**config.mk**
```make
export PLATFORM = sky130hd
export DESIGN_NAME = serial_subtractor_flat
export DESIGN_NICKNAME = d
export VERILOG_FILES = /design/src/rtl/arith_pkg.sv /design/src/rtl/serial_subtractor_if.sv /design/src/rtl/full_subtractor.sv /design/src/rtl/serial_subtractor.sv /design/src/flat_wrapper.sv
export SDC_FILE = /design/constraint.sdc
export NUM_CORES = 1
export LEC_CHECK = 0
export ABC_AREA = 1
export BUFFER_PORTS_ARGS = -buffer_cell sky130_fd_sc_hd__clkbuf_2
export CAP_MARGIN = 40
export CORE_UTILIZATION = 58
export DETAILED_ROUTE_END_ITERATION = 6
export PLACE_DENSITY = 0.86
export SLEW_MARGIN = 30
export SYNTH_ARGS = -nofsm -noshare
export SYNTH_HDL_FRONTEND = slang
export SYNTH_SLANG_ARGS = --single-unit
```
**constraint.sdc**
```tcl
create_clock -name clk -period 2.2 [get_ports clk]
set_input_delay 0.44 -clock clk [delete_from_list [all_inputs] [get_ports clk]]
set_output_delay 0.44 -clock clk [all_outputs]
set_load 0.01 [all_outputs]
```
**src/rtl/arith_pkg.sv**
```systemverilog
// Shared arithmetic definitions: sequencer states and default operand width
// for the bit-serial arithmetic cells.
package arith_pkg;

  localparam int SUB_WIDTH_DEF = 8;

  typedef enum logic {
    IDLE = 1'b0,
    RUN  = 1'b1
  } sub_state_e;

endpackage : arith_pkg

```
**src/rtl/serial_subtractor_if.sv**
```systemverilog
// Start/busy/done handshake and operand/result bus of the serial subtractor.
// SERIAL_SUB_OVERFLOW_EN adds the signed-overflow flag ovf.
interface serial_subtractor_if #(
  parameter int WIDTH = arith_pkg::SUB_WIDTH_DEF
);

  logic             start;
  logic [WIDTH-1:0] a;
  logic [WIDTH-1:0] b;
  logic             bin;
  logic             busy;
  logic             done;
  logic [WIDTH-1:0] diff;
  logic             bout;
`ifdef SERIAL_SUB_OVERFLOW_EN
  logic             ovf;

  modport master (output start, a, b, bin, input  busy, done, diff, bout, ovf);
  modport slave  (input  start, a, b, bin, output busy, done, diff, bout, ovf);
`else
  modport master (output start, a, b, bin, input  busy, done, diff, bout);
  modport slave  (input  start, a, b, bin, output busy, done, diff, bout);
`endif

endinterface : serial_subtractor_if

```
**src/rtl/full_subtractor.sv**
```systemverilog
// One-bit combinational full subtractor: d = x - y - bin, bout = borrow out.
module full_subtractor (
  input  logic x,
  input  logic y,
  input  logic bin,
  output logic d,
  output logic bout
);

  assign d    = x ^ y ^ bin;
  assign bout = (~x & y) | (~x & bin) | (y & bin);

endmodule : full_subtractor

```
**src/rtl/serial_subtractor.sv**
```systemverilog
// Bit-serial WIDTH-bit subtractor, diff = a - b - bin, LSB first, one bit per clock.
// Optional signed-overflow output enabled by defining SERIAL_SUB_OVERFLOW_EN.
module serial_subtractor
  import arith_pkg::*;
#(
  parameter int WIDTH = SUB_WIDTH_DEF
) (
  input  logic                clk,
  input  logic                rst_n,
  serial_subtractor_if.slave  bus
);

  localparam int             CW   = (WIDTH > 1) ? $clog2(WIDTH) : 1;
  localparam logic [CW-1:0]  LAST = CW'(WIDTH - 1);

  sub_state_e       state_q, state_d;
  logic [WIDTH-1:0] a_sh_q, a_sh_d;
  logic [WIDTH-1:0] b_sh_q, b_sh_d;
  logic [WIDTH-1:0] res_q, res_d;
  logic [WIDTH-1:0] diff_q, diff_d;
  logic [CW-1:0]    cnt_q, cnt_d;
  logic             borrow_q, borrow_d;
  logic             bout_q, bout_d;
  logic             done_q, done_d;
  logic             fs_d, fs_bout;
`ifdef SERIAL_SUB_OVERFLOW_EN
  logic             a_msb_q, a_msb_d;
  logic             b_msb_q, b_msb_d;
  logic             ovf_q, ovf_d;
`endif

  full_subtractor u_fs (
    .x    (a_sh_q[0]),
    .y    (b_sh_q[0]),
    .bin  (borrow_q),
    .d    (fs_d),
    .bout (fs_bout)
  );

  always_comb begin
    // NOTE: every variable gets a default before the case so no path infers a latch.
    state_d  = state_q;
    a_sh_d   = a_sh_q;
    b_sh_d   = b_sh_q;
    res_d    = res_q;
    diff_d   = diff_q;
    cnt_d    = cnt_q;
    borrow_d = borrow_q;
    bout_d   = bout_q;
    done_d   = 1'b0;
`ifdef SERIAL_SUB_OVERFLOW_EN
    a_msb_d  = a_msb_q;
    b_msb_d  = b_msb_q;
    ovf_d    = ovf_q;
`endif

    unique case (state_q)
      IDLE: begin
        if (bus.start) begin
          a_sh_d   = bus.a;
          b_sh_d   = bus.b;
          borrow_d = bus.bin;
          cnt_d    = '0;
          state_d  = RUN;
`ifdef SERIAL_SUB_OVERFLOW_EN
          a_msb_d  = bus.a[WIDTH-1];
          b_msb_d  = bus.b[WIDTH-1];
`endif
        end
      end
      RUN: begin
        a_sh_d   = a_sh_q >> 1;
        b_sh_d   = b_sh_q >> 1;
        borrow_d = fs_bout;
        res_d    = {fs_d, res_q[WIDTH-1:1]};
        cnt_d    = cnt_q + CW'(1);
        if (cnt_q == LAST) begin
          // Last slice: publish the assembled result and return to idle.
          diff_d  = res_d;
          bout_d  = fs_bout;
          done_d  = 1'b1;
          cnt_d   = '0;
          state_d = IDLE;
`ifdef SERIAL_SUB_OVERFLOW_EN
          ovf_d   = (a_msb_q != b_msb_q) && (fs_d != a_msb_q);
`endif
        end
      end
      default: state_d = IDLE;
    endcase
  end

  // NOTE: state updates use non-blocking assignments so every flop samples pre-edge values.
  always_ff @(posedge clk or negedge rst_n) begin
    if (!rst_n) begin
      state_q  <= IDLE;
      a_sh_q   <= '0;
      b_sh_q   <= '0;
      res_q    <= '0;
      diff_q   <= '0;
      cnt_q    <= '0;
      borrow_q <= 1'b0;
      bout_q   <= 1'b0;
      done_q   <= 1'b0;
`ifdef SERIAL_SUB_OVERFLOW_EN
      a_msb_q  <= 1'b0;
      b_msb_q  <= 1'b0;
      ovf_q    <= 1'b0;
`endif
    end else begin
      state_q  <= state_d;
      a_sh_q   <= a_sh_d;
      b_sh_q   <= b_sh_d;
      res_q    <= res_d;
      diff_q   <= diff_d;
      cnt_q    <= cnt_d;
      borrow_q <= borrow_d;
      bout_q   <= bout_d;
      done_q   <= done_d;
`ifdef SERIAL_SUB_OVERFLOW_EN
      a_msb_q  <= a_msb_d;
      b_msb_q  <= b_msb_d;
      ovf_q    <= ovf_d;
`endif
    end
  end

  assign bus.busy = (state_q == RUN);
  assign bus.done = done_q;
  assign bus.diff = diff_q;
  assign bus.bout = bout_q;
`ifdef SERIAL_SUB_OVERFLOW_EN
  assign bus.ovf  = ovf_q;
`endif

endmodule : serial_subtractor

```
**src/flat_wrapper.sv**
```systemverilog
// flat-port wrapper written by rule: the top's interface ports become plain ports
module serial_subtractor_flat import arith_pkg::*;
#(
  parameter int WIDTH = SUB_WIDTH_DEF
)
  (clk, rst_n, bus_start, bus_a, bus_b, bus_bin, bus_busy, bus_done, bus_diff, bus_bout);
  serial_subtractor_if #(.WIDTH(WIDTH)) bus_i ();
  input  logic clk;
  input  logic rst_n;
  input wire logic [$bits(bus_i.start)-1:0] bus_start;
  input wire logic [$bits(bus_i.a)-1:0] bus_a;
  input wire logic [$bits(bus_i.b)-1:0] bus_b;
  input wire logic [$bits(bus_i.bin)-1:0] bus_bin;
  output wire logic [$bits(bus_i.busy)-1:0] bus_busy;
  output wire logic [$bits(bus_i.done)-1:0] bus_done;
  output wire logic [$bits(bus_i.diff)-1:0] bus_diff;
  output wire logic [$bits(bus_i.bout)-1:0] bus_bout;
  assign bus_i.start = bus_start;
  assign bus_i.a = bus_a;
  assign bus_i.b = bus_b;
  assign bus_i.bin = bus_bin;
  assign bus_busy = bus_i.busy;
  assign bus_done = bus_i.done;
  assign bus_diff = bus_i.diff;
  assign bus_bout = bus_i.bout;
  serial_subtractor #(.WIDTH(WIDTH)) u_core (.clk(clk), .rst_n(rst_n), .bus(bus_i));
endmodule
```
Yosys cells after proc, flatten, opt, wreduce, memory -nomap -nowiden
Index checks and enable logic that the tools add are counted.
{ "op_classes": {"add_sub_neg": 1, "n_bitwise": 9, "n_reduce_logical": 1, "muxes": 14, "eq_ne": 2} }
{ "op_table": {"columns": ["op", "n"], "rows": [
  ["case mux 8 bit (2 select lines)", 2],
  ["two-way mux 8 bit", 2],
  ["two-way mux 3 bit", 2],
  ["case mux 3 bit (2 select lines)", 1],
  ["two-way mux 1 bit", 5],
  ["case mux 1 bit (2 select lines)", 2],
  ["adder 3 x 1 -> 3 bit, second input constant", 1],
  ["bitwise AND 1 bit", 3],
  ["equality test 3 bit, second input constant", 1],
  ["!= test 2 bit, second input constant", 1],
  ["inverter 1 bit", 2],
  ["OR 1 bit", 2],
  ["AND reduction 2 bit", 1],
  ["bitwise XOR 1 bit", 2]
]} }
{ "word_totals": {"wordCells": 36, "out_inout_bits": 11, "regBits": 39, "in_bits": 20} }

Depth between registers and ports, before layout
Gate-level depths: netlist of the first run.
{ "logic_depth": {"word_depth": 5, "mapped_depth": 6, "mapped_depth_nobuf": 6} }

Hierarchy
Synthesis of the first run repeated with hierarchy kept, for this count alone.
{ "hier_totals": {"hier_cells": 175, "area_unflattened_um2": 1649.1} }
{ "modules_own_cells": {"columns": ["mod", "cells_per_inst", "seq_area_each_um2", "n_inst", "area_per_inst_um2"], "rows": [
  ["serial_subtractor", 172, 950.9, 1, 1621.6],
  ["full_subtractor", 3, 0.0, 1, 27.5]
]} }

Worst setup path after synthesis of the first run
Ideal clock, no wire load.
{ "synth_path": {"path_kind": "reg2reg", "start": "register u_core.cnt_q[0]", "end": "register u_core.diff_q[5], in the netlist u_core.bus.diff[5]", "required_time_ns": 2.126, "arrival_ns": 1.144, "slack_ns": 0.982, "path_buffers": 1, "path_stages_with_launch": 7, "setup_time_ns": 0.074, "synth_period_minus_slack_ns": 1.218, "cell_sequence": "dfrtp_1 -> ha_1 -> ha_1 -> nand2_4 -> buf_6 -> nand2_1 -> o21ai_2"} }
{ "synth_via": {"elab_chain_len": 2} }
{ "synth_lines": {"columns": ["element", "line_no", "rtl"], "rows": [
  ["from (decl)", "serial_subtractor.sv:21", "logic [CW-1:0] cnt_q, cnt_d;"],
  ["from (signal assigned)", "serial_subtractor.sv:116", "cnt_q <= cnt_d;"],
  ["equality test 3 bit", "serial_subtractor.sv:77", "if (cnt_q == LAST) begin"],
  ["AND reduction 2 bit (no source line)", null, null],
  ["to (signal assigned)", "serial_subtractor.sv:115", "diff_q <= diff_d;"],
  ["to (decl)", "serial_subtractor.sv:20", "logic [WIDTH-1:0] diff_q, diff_d;"]
]} }
Every way passes these cells.
A chain may end at the register's enable or synchronous reset.

Final worst setup path of the first run
{ "layout_path": {"start": "register u_core.state_q, in the netlist u_core.bus.busy", "end": "output bus_busy"} }
{ "layout_rtl": {"columns": ["element", "line_no", "rtl"], "rows": [
  ["from (decl)", "serial_subtractor.sv:16", "sub_state_e state_q, state_d;"],
  ["from (signal assigned)", "serial_subtractor.sv:111", "state_q <= state_d;"],
  ["to (decl)", "flat_wrapper.sv:14", "output wire logic [$bits(bus_i.busy)-1:0] bus_busy;"]
]} }
No word-level cell between the ends.

==> flow_summary.yaml, run 1 <==
synth:
  ys_async_sr_fraction_pct: 100
  synthFlopType: "dfrtp_1"
  synth_largest_area_cell: "dfrtp_1"
  synth_top_area_share_pct: 57.3
  syn-instance-count: 174
  netlist_area_um2: 1660
  avgSynthCellArea_um2: 9.54
  synthTopCellsByCount: "nand2_1, dfrtp_1, nand3_1, inv_1, o21ai_2"
  synth_edf_count: 0
  synthMostInstantiatedCell: "nand2_1"
  yosysSeqAreaShare_pct: 57.3
  synth_nets: 198
  ys_ff_latch: 38
  ys_types: 16
  ys_warn_count: 0
  ys_top_cells_by_area: "dfrtp_1, nand2_1, nand3_1"
global_routing:
  overflow: 0
  grt_max_degree: 22
  grt_pass1_vias: 1122
  antenna_found_initial: 0
  grtUsageTotal_pct: 22.2
  grt_pass1_wl_mm: 5.17
route:
  drtIter0Drc: 59
  drt_wl_total_mm: 2.94
  drc: 0
  drtPass1Iterations: 4
  detail-route-antenna-nets: 0
  wire_per_inst_um: 12.5
  vias_per_cell: 5.21
  vias: 1225
sta:
  timing.fmax_ghz: 0.588
  slew_violations: 0
  timing.final.crit_share_pct: 77.3
  finalHoldViolations: 0
  final-setup-viol-count: 0
  worstMarginPinSlew_ps: 534
  min_period_ps: 1700
  rsz0062_at_grt: "no"
  clock_skew_ps: 14.6
  setup_tns_ps: 0
  slew_headroom_pct: 64.4
  whs_ps: 25.1
floorplan:
  die_w_um: 55.5
  ios: 31
  dieArea_um2: 3080
  core_um2: 2730
  rows: 19
  dieHeight_um: 55.5
  initial_core_util_pct: 60.7
hold_path:
  hold_path_class: "in -> async"
critical_path:
  critPathMaxStageDelay_ps: 690
  r2r_end: "u_core.a_sh_q[3]$_DFFE_PN0P_"
  path_cells: "clkbuf_2"
  crit_family: "flip-flops"
  critPathLaunchType: "flip-flop"
  end_kind: "output pin"
  rr_worst_depth: 4
  path_buf_inv: 1
  cp.arrival_ps: 1260
  worstPathRequired_ps: 1760
  critPathKind: "reg -> out"
  rr_startpoint: "u_core.bus.busy$_DFF_PN0_"
  regToRegSetupSlack_ps: 730
  slowest_stage: "dfrtp_1"
  startpoint: "u_core.bus.busy$_DFF_PN0_"
  path_max_fanout: 16
placed_design:
  numPortBuffers: 30
  place_hpwl_mm: 2.08
  gp_congestion: 0.760
clock_network:
  postCtsHoldBufs: 0
  cts_root_buffer: "clkbuf_4"
  post_cts_buffers: 0
  clk_pin_slew_ps: 120
  cts_resized: 0
  clock_path_buffers: 2
  cts_buffers: 5
  clkLatencyLatePin_ps: 350
  clock-sinks: 38
  htreeDepth: 2
  cts_tree: "yes"
layout:
  finalNetCount: 227
  fill_cells: 240
  n_antenna_cell: 0
  drive_gt1_share_pct: 24.5
  regArea_um2: 951
  final_core_util_pct: 67.2
  syn_to_final_growth_pct: 10.7
  multi_input_area_um2: 579
outcome:
  status: "finished, final reports clean"
run:
  maxCapViolations: 0
pwr:
  power.density_nw_per_um2: 1330
  ir_worst_vdd_uv: 918
  p_leak_nw: 0.981
  power_mw: 2.45
cells in the final DEF, fill, tap and decap left out, drive strengths merged:
cell	count
buf	2
clkbuf	36
clkinv	1
clkinvlp	1
dfrtp	38
fa	1
ha	3
inv	10
nand2	62
nand3	33
nor2	2
o21ai	15
sequential cells by signal (all words and copies together) (netlist names), 3 cells and up:
signal and cells:
u_core.a_sh_q 8, u_core.b_sh_q 8, u_core.bus.diff 8, u_core.res_q 7, u_core.cnt_q 3
logic make-up (layout without fill, tap and decap cells):
kind of cell               Yosys count  after routing  synth area share, %
and+or+nand+nor                     97             97                 25.3
DFF                                 38             38                 57.3
buffers and inverters               20             50                 7.84
AOI/OAI and AO/OA                   15             15                 6.10
adders and majority gates            4              4                 3.47
per-stage QoR:
step                instances  cell area, um2  worst slack [ps]
floorplan                 174            1660               982
global placement          227            1770               815
detailed placement        227            1770               742
CTS                       235            1840               486
global route              235            1840               414
finish                    235            1840               499
final cells by class:
cell class / count / area share, %
Sequential cell: 38 / 51.7
Multi-Input combinational cell: 116 / 31.5
Timing Repair Buffer: 32 / 8.99
Clock buffer: 6 / 2.79
Inverter: 10 / 2.18
Tap cell: 31 / 2.11
Clock inverter: 2 / 0.681
how the worst max path moves through the flow:
stage,cells past startpoint,slack [ps],to
2_1_floorplan,6,980,u_core.bus.diff[5]$_DFFE_PN0P_
3_3_place_gp,4,810,u_core.cnt_q[0]$_DFFE_PN0P_
3_5_place_dp,4,740,u_core.a_sh_q[3]$_DFFE_PN0P_
4_1_cts,1,490,bus_busy
5_1_grt,1,410,bus_busy
6_report,1,500,bus_busy
metal layers:
metal	part of all wire [%]	GRT usage (%)	routed length, um
met3	3.9	4.92	116
met1	45	28.0	1320
met5	0	0	0
met4	1.8	10.7	53
met2	49	36.5	1450
power breakdown:
group / switching [mW] / internal, mW
logic: 0.532 / 0.347
registers: 0.200 / 0.987
clock network: 0.232 / 0.154
Power figures use the tool's default switching activity.
==> run 2, diff against run 1 <==
--- a/config.mk
+++ b/config.mk
@@ -8,9 +8,9 @@
 export ABC_AREA = 1
 export BUFFER_PORTS_ARGS = -buffer_cell sky130_fd_sc_hd__clkbuf_2
 export CAP_MARGIN = 40
-export CORE_UTILIZATION = 58
+export CORE_UTILIZATION = 54
 export DETAILED_ROUTE_END_ITERATION = 6
-export PLACE_DENSITY = 0.86
+export PLACE_DENSITY = 0.81
 export SLEW_MARGIN = 30
 export SYNTH_ARGS = -nofsm -noshare
 export SYNTH_HDL_FRONTEND = slang
==> constraint.sdc (replaced) <==
create_clock -name clk -period 1.63 [get_ports clk]
set_input_delay 0.326 -clock clk [delete_from_list [all_inputs] [get_ports clk]]
set_output_delay 0.326 -clock clk [all_outputs]
set_load 0.01 [all_outputs]
==> flow_summary.yaml, run 2 (synthesized netlist as in run 1, its figures left out) <==
critical_path:
  path_cells: "clkbuf_2"
  end_kind: "output pin"
  critPathLaunchType: "flip-flop"
  cp.arrival_ps: 1260
  startpoint: "u_core.bus.busy$_DFF_PN0_"
  regToRegSetupSlack_ps: 240
  critPathMaxStageDelay_ps: 680
  slowest_stage: "dfrtp_1"
  critPathCapture: "bus_busy"
  rr_worst_depth: 6
  r2r_end: "u_core.bus.bout$_DFFE_PN0P_"
  worstPathRequired_ps: 1300
  rr_startpoint: "u_core.cnt_q[0]$_DFFE_PN0P_"
  worstSetupPathDepth: 1
  critPathKind: "reg -> out"
  crit_family: "flip-flops"
  path_max_fanout: 9
  path_buf_inv: 1
layout:
  fin_area_um2: 1870
  drive_gt1_share_pct: 24.6
  layout_commonest_cell: "nand2_1"
  layout_common_cells: "nand2_1, dfrtp_1, nand3_1"
  fill_cells: 243
  syn_to_final_growth_pct: 12.7
  finalNetCount: 230
  fin_cells: 238
  n_antenna_cell: 0
  final_core_util_pct: 66.2
global_routing:
  grt_pass1_wl_mm: 5.43
  overflow: 0
  grt_max_degree: 22
  antenna_found_initial: 0
  grtUsageTotal_pct: 22.3
  grt_pass1_vias: 1257
sta:
  slew_headroom_pct: 65.2
  timing.final.crit_share_pct: 97.1
  final-setup-viol-count: 0
  finalHoldViolations: 0
  clock_skew_ps: 13.4
  rsz0062_at_grt: "no"
  worstMarginPinSlew_ps: 522
  setup_tns_ps: 0
  whs_ps: 200
  min_period_ps: 1580
  timing.fmax_ghz: 0.632
  slew_violations: 0
clock_network:
  post_cts_buffers: 0
  cts_buffers: 5
  postCtsHoldBufs: 1
  clk_pin_slew_ps: 110
  cts_tree: "yes"
  cts_root_buffer: "clkbuf_4"
  clock-sinks: 38
  cts_resized: 0
  htreeDepth: 2
  clkLatencyLatePin_ps: 350
  clock_path_buffers: 2
route:
  vias_per_cell: 5.36
  wl_met2_mm: 1.55
  drtIter0Drc: 73
  detail-route-antenna-nets: 0
  drtPass1Iterations: 7
  vias: 1276
  drt_wl_total_mm: 3.13
  met3_wirelength_um: 144
  drc: 3
  wire_per_inst_um: 13.1
  dr.max_layer_used: "met4"
  met1_length_mm: 1.36
floorplan:
  core_um2: 2830
  dieArea_um2: 3300
  rows: 19
  dieHeight_um: 57.5
  ios: 31
  initial_core_util_pct: 58.7
  die_w_um: 57.5
pwr:
  p_leak_nw: 1.00
  power.density_nw_per_um2: 1790
  ir_worst_vdd_uv: 939
placed_design:
  numPortBuffers: 30
  place_hpwl_mm: 2.20
  dp.cells: 229
  gp_congestion: 0.760
  placedInstanceArea_um2: 1800
outcome:
  status: "complete, but fails checks"
  violations: "design-rule violations"
hold_path:
  hold_path_class: "in -> reg"
run:
  maxCapViolations: 0
==> run 2: changes by cell type in the layout (fill, tap and decap cells not counted), sizes merged <==
cell / before / now
dlygate4sd3: 0 / 1
clkbuf: 36 / 37
clkinvlp: 1 / 0
buf: 2 / 4
==> run 2: worst min path at each step <==
stage | from | end | slack, ps | cells past startpoint
after global routing | bus_b[7] | u_core.b_sh_q[7]$_DFFE_PN0P_ | 210 | 3
after CTS | bus_a[7] | u_core.a_sh_q[7]$_DFFE_PN0P_ | 200 | 3
final | bus_a[7] | u_core.a_sh_q[7]$_DFFE_PN0P_ | 200 | 3
after floorplan | rst_n | u_core.a_sh_q[0]$_DFFE_PN0P_ | 30 | 0
after global placement | rst_n | u_core.res_q[1]$_DFFE_PN0P_ | 300 | 1
after detailed placement | rst_n | u_core.res_q[2]$_DFFE_PN0P_ | 310 | 1
==> run 2: power by group <==
| group | internal [mW] | switching [mW] |
|---|---|---|
| Combinational | 0.490 | 0.748 |
| Sequential | 1.33 | 0.276 |
| Clock | 0.209 | 0.298 |
==> run 2: layout make-up <==
type	count	area, um2	area share, %
clock buffer	7	55.1	2.94
clock inverter	1	5.00	0.267
inverter	10	40.0	2.14
multi-input combinational	116	579	30.9
sequential	38	951	50.8
tap	31	38.8	2.07
timing repair buffer	35	203	10.8
==> run 2: routing by layer <==
| layer | global-route usage (%) | vias up |
|---|---|---|
| met5 | 0 | - |
| met4 | 12.2 | 0 |
| met3 | 4.76 | 7 |
| met2 | 38.4 | 40 |
| met1 | 26.0 | 605 |
| li1 | - | 624 |
==> run 2: stage by stage <==
step / total power [mW] / worst slack, ps
after floorplan: 2.54 / 412
after CTS: 3.38 / 60.4
after detailed placement: 2.88 / 231
after global placement: 2.77 / 307
final: 3.35 / 48.1
after global routing: 3.63 / 16.8
==> run 2: worst register-to-register path, cell delays in order (launching register included) <==
cell and delay (ps):
dfrtp_1 410, ha_1 230, ha_1 220, nand2_4 200, inv_1 120, nand2_1 80
nand2_1 50
